### src/rtl/imem_dmem_arb_pkg.sv
// Shared types and defaults for the unified instruction/data SRAM arbiter.
//   arb_state_t : priority FSM encoding (LSU-first or forced IFU-first)
//   *_DEF       : default geometry for the arbiter parameters
//   BE_W        : byte-enable width for the default data width
package imem_dmem_arb_pkg;

  typedef enum logic {
    PRI_LSU = 1'b0,
    PRI_IFU = 1'b1
  } arb_state_t;

  localparam int unsigned AW_DEF       = 14;
  localparam int unsigned DW_DEF       = 32;
  localparam int unsigned MAX_WAIT_DEF = 4;
  localparam int unsigned BE_W         = DW_DEF / 8;

endpackage

### src/rtl/imem_dmem_arb.sv
// Arbitrates one single-port SRAM between the fetch (IFU) and load/store (LSU)
// ports. LSU has fixed priority; after MAX_WAIT consecutive denied IFU cycles
// the FSM forces IFU priority until the fetch is granted or withdrawn.
// Grants are same-cycle; read data returns the cycle after the grant.
//   clk, rstn                    : clock, async active-low reset
//   ifu_req/ifu_a                : fetch request and word address
//   ifu_gnt/ifu_rvld/ifu_rd      : fetch accept, response valid, data
//   lsu_req/lsu_a/lsu_we/lsu_wd  : data request, address, byte enables, wdata
//   lsu_gnt/lsu_rvld/lsu_rd      : data accept, load valid, load data
//   mem_e/mem_a/mem_we/mem_wd    : SRAM drive
//   mem_rd                       : SRAM read data (cycle after mem_e)
//   ifu_starve                   : high while IFU priority is forced
module imem_dmem_arb
  import imem_dmem_arb_pkg::*;
#(
  parameter int unsigned AW       = AW_DEF,
  parameter int unsigned DW       = DW_DEF,
  parameter int unsigned MAX_WAIT = MAX_WAIT_DEF
) (
  input  logic            clk,
  input  logic            rstn,
  input  logic            ifu_req,
  input  logic [AW-1:0]   ifu_a,
  output logic            ifu_gnt,
  output logic            ifu_rvld,
  output logic [DW-1:0]   ifu_rd,
  input  logic            lsu_req,
  input  logic [AW-1:0]   lsu_a,
  input  logic [DW/8-1:0] lsu_we,
  input  logic [DW-1:0]   lsu_wd,
  output logic            lsu_gnt,
  output logic            lsu_rvld,
  output logic [DW-1:0]   lsu_rd,
  output logic            mem_e,
  output logic [AW-1:0]   mem_a,
  output logic [DW/8-1:0] mem_we,
  output logic [DW-1:0]   mem_wd,
  input  logic [DW-1:0]   mem_rd,
  output logic            ifu_starve
);

  localparam int unsigned CW = (MAX_WAIT > 1) ? $clog2(MAX_WAIT) : 1;
  localparam logic [CW-1:0] WAIT_LAST = CW'(MAX_WAIT - 1);

  arb_state_t    state, state_nxt;
  logic [CW-1:0] wait_cnt, wait_nxt;
  logic          rsp_ifu, rsp_lsu;
  logic          ifu_denied;

  // Winner selection and SRAM drive
  always_comb begin
    ifu_gnt = 1'b0;
    lsu_gnt = 1'b0;
    mem_e   = 1'b0;
    mem_a   = '0;
    mem_we  = '0;
    mem_wd  = '0;
    if (state == PRI_IFU) begin
      if (ifu_req)      ifu_gnt = 1'b1;
      else if (lsu_req) lsu_gnt = 1'b1;
    end else begin
      if (lsu_req)      lsu_gnt = 1'b1;
      else if (ifu_req) ifu_gnt = 1'b1;
    end
    if (ifu_gnt) begin
      mem_e = 1'b1;
      mem_a = ifu_a;
    end else if (lsu_gnt) begin
      mem_e  = 1'b1;
      mem_a  = lsu_a;
      mem_we = lsu_we;
      mem_wd = lsu_wd;
    end
  end

  assign ifu_denied = ifu_req & ~ifu_gnt;

  // Starvation counter and priority FSM next state
  always_comb begin
    state_nxt = state;
    wait_nxt  = '0;
    if (ifu_denied) begin
      wait_nxt = (wait_cnt == WAIT_LAST) ? wait_cnt : CW'(wait_cnt + 1'b1);
    end
    case (state)
      PRI_LSU: if (ifu_denied && (wait_cnt == WAIT_LAST)) state_nxt = PRI_IFU;
      PRI_IFU: if (ifu_gnt || !ifu_req)                   state_nxt = PRI_LSU;
      default:                                            state_nxt = PRI_LSU;
    endcase
  end

  always_ff @(posedge clk or negedge rstn) begin
    if (!rstn) begin
      state      <= PRI_LSU;
      wait_cnt   <= '0;
      ifu_starve <= 1'b0;
      rsp_ifu    <= 1'b0;
      rsp_lsu    <= 1'b0;
    end else begin
      state      <= state_nxt;
      wait_cnt   <= wait_nxt;
      ifu_starve <= (state_nxt == PRI_IFU);
      rsp_ifu    <= ifu_gnt;
      rsp_lsu    <= lsu_gnt & (lsu_we == '0);
    end
  end

  // SRAM data is steered to whichever port owns the previous cycle's read
  assign ifu_rvld = rsp_ifu;
  assign lsu_rvld = rsp_lsu;
  assign ifu_rd   = rsp_ifu ? mem_rd : '0;
  assign lsu_rd   = rsp_lsu ? mem_rd : '0;

endmodule
### config.mk
export PLATFORM = sky130hd
export DESIGN_NAME = imem_dmem_arb
export DESIGN_NICKNAME = d
export VERILOG_FILES = /design/src/rtl/imem_dmem_arb_pkg.sv /design/src/rtl/imem_dmem_arb.sv
export SDC_FILE = /design/constraint.sdc
export NUM_CORES = 1
export LEC_CHECK = 0
export CAP_MARGIN = 40
export CORE_AREA = 2 2 86 88
export DETAILED_ROUTE_END_ITERATION = 12
export DIE_AREA = 0 0 88 90
export PLACE_DENSITY = 0.69
export REMOVE_ABC_BUFFERS = 1
export SLEW_MARGIN = 40
export SYNTH_ARGS = -nofsm -noshare
export SYNTH_HDL_FRONTEND = slang
export SYNTH_SLANG_ARGS = --single-unit
### constraint.sdc
create_clock -name clk -period 2.43 [get_ports clk]
set_clock_uncertainty 0.15 [all_clocks]
set_input_delay 0.729 -clock clk [delete_from_list [all_inputs] [get_ports clk]]
set_output_delay 0.729 -clock clk [all_outputs]
set_load 0.01 [all_outputs]
==> summary.txt <==
syn_area_per_cell: 7.29 µm²
CP most frequent cell: buf_6
die height: 90 µm
Max Transition Viols Final: 0
vias in the first global route: 2,023
Tmin final: 2570 ps
commonest register cell after synthesis: dfrtp_1
final setup fails: 31
Worst R2R Path Depth: 3
core area: 7020 µm²
Skew-Pair Late Insertion Delay: 220 ps
Mapped Area: 1060 µm²
PD cells: 220 nW/µm²
Final #Nets: 479
diode count: 0
I/O pin cnt: 220
HP Class: reg -> reg
H-tree levels: 1
hold_buf cts: 0
Netlist cell types: 16
Slowest-stage cell, CP: a21boi_4
max_cap viols: 0
Fmax achieved: 0.389 GHz
Root Driver: clkbuf_8
Final Hold Fails: 0
Layout Utilization: 0.477
first-pass GRT wire length: 10,100 µm
top-count cell post-synth: and2_1
worst path cell trace: buf_8 -> a21boi_4 -> buf_6 -> buf_6 -> buf_12 -> buf_6 -> and2_4 -> buf_6
die area: 7920 µm²
Final period util: 1.06
global route overflow: 0
CTS Buf Count: 3
vias per cell: 4.09
I/O Buffers: 219
flops & latches, synth: 5
Cells after Synth: 146
synth-to-layout area growth: 215%
via count: 1,948
largest net degree at the start of global routing: 34
number of synthesized flops with an enable pin: 0
worst slack, placed: -898 ps
Reg clk slew, reported paths: 40 ps
CTS tree: built
wire length per cell: 14.2 µm
sequential-to-total area share from yosys stat: 0.118
initial DRC count: 20
Yosys top cell area share: 0.599
Clock Path Buffers: 2
DRT antenna net count: 0
DRC errors left: 0
Max FO, Critical Path: 6
Post-synth ARST share: 1.00
Crit. End Element: output port
Num Clock Sinks: 5
DR pass1 iterations: 4
crit path DAT: 1690 ps
Pleak: 1.68 nW
GP Congestion: 0.697
worst path required time: 1550 ps
Synth area leader: and2_1
outcome: finished with violations
crit-path max cell delay: 140 ps
RSZ-0062 raised after global routing: yes
Post-synth top cells: 102 x and2_1, 14 x a32o_1, 6 x clkbuf_1
GRT Overall Usage: 0.162
Max IR drop VDD: 0.126 mV
Synth Warn #: 0
antenna violations before repair: 0
slew margin rel.: 0.851
failing checks: setup timing
Worst-Margin Slew: 223 ps
Setup CP Type: in -> out
WL final: 6740 µm
Worst Setup Start Kind: input pin
Initial Utilization: 0.152
final worst slack: -139 ps
HPWL Detailed: 5220 µm
chip width: 88 µm
share of layout cells above drive strength 1: 0.438
Rows: 31
Hold Crit Depth: 2
ranking of synthesized cells by area: and2_1 60%, a32o_1 13%, dfrtp_1 12%
## flip-flops by register name, indices dropped and copies added (netlist names)
signal,cells
ifu_rvld,1
lsu_rvld,1
state,1
wait_cnt,2
## worst paths after layout
| path | from | endpoint | slack (ps) |
|---|---|---|---|
| worst min-delay path | wait_cnt[0] | wait_cnt[0] | 490 |
| worst min register to register | wait_cnt[0] | wait_cnt[0] | 490 |
| worst max-delay path | lsu_req | mem_wd[9] | -140 |
| min in group asynchronous | rstn | wait_cnt[0] | 580 |
| worst max register to register | wait_cnt[0] | wait_cnt[1] | 1070 |
| max in group asynchronous | rstn | wait_cnt[1] | 1370 |
## layout by cell type (no fill, tap or decap), types with 2 or more instances in the layout
master and count:
a32o_1 13, and2_1 82, and2_4 20, and3_1 3
buf_12 5, buf_16 6, buf_2 61, buf_4 6
buf_6 25, buf_8 2, clkbuf_2 31, clkbuf_8 3
clkdlybuf4s15_2 2, clkdlybuf4s50_1 98, dfrtp_1 5, dlygate4sd2_1 4
## critical path: cells and delay by family
family	cells	cell delay [ps]
AND/OR/NAND/NOR	1	130
buffers and inverters	6	690
AO/OA/AOI/OAI	1	140
## area by class of cell
cell class	instances	area [µm²]
Multi-Input combinational cell	127	926
Tap cell	99	124
Fill cell	741	3670
Clock buffer	4	45.0
Timing Repair Buffer	241	2130
Sequential cell	5	125
## per-stage QoR
step | area, µm² | setup TNS (ps) | hold slack, ps | std cells | total power [mW]
after CTS | 3590 | -2030 | 499 | 475 | 0.743
after global routing | 3350 | -2860 | 538 | 476 | 0.779
final | 3350 | -1670 | 495 | 476 | 0.738
after floorplan | 1000 | -2030 | 283 | 132 | 0.212
after detailed placement | 3430 | -62450 | 490 | 458 | 0.569
after global placement | 3430 | -60890 | 477 | 458 | 0.565
## report_power, final
group | internal [mW] | total (mW) | switching, mW
combinational | 0.327 | 0.495 | 0.168
clock | 0.113 | 0.154 | 0.0417
sequential | 0.0865 | 0.0885 | 0.00194
total | 0.526 | 0.738 | 0.211
## metal layers
metal / track usage / up-vias / routed length, µm
li1: - / 946 / -
met1: 0.142 / 851 / 2070
met2: 0.342 / 141 / 3810
met3: 0.0367 / 10 / 747
met4: 0.0449 / 0 / 115
met5: 0 / - / 0
## kinds of logic (layout without fill, tap and decap cells)
| logic type | after synthesis | after routing | synth area share |
|---|---|---|---|
| simple gates | 109 | 109 | 0.642 |
| compound gates | 15 | 15 | 0.149 |
| buf+inv | 14 | 245 | 0.0611 |
| flops | 5 | 5 | 0.118 |
| fa+ha+maj | 1 | 1 | 0.0117 |
| xor+xnor | 1 | 1 | 0.00823 |
| mux | 1 | 1 | 0.0106 |
## what timing repair did
item	4_1_cts	5_1_grt
resized for setup	422	77
gates cloned	6	0
buffers inserted	7	1
pin swaps	12	8
endpoints found under the setup margin	117	106
(Power assumes the default switching activity.)
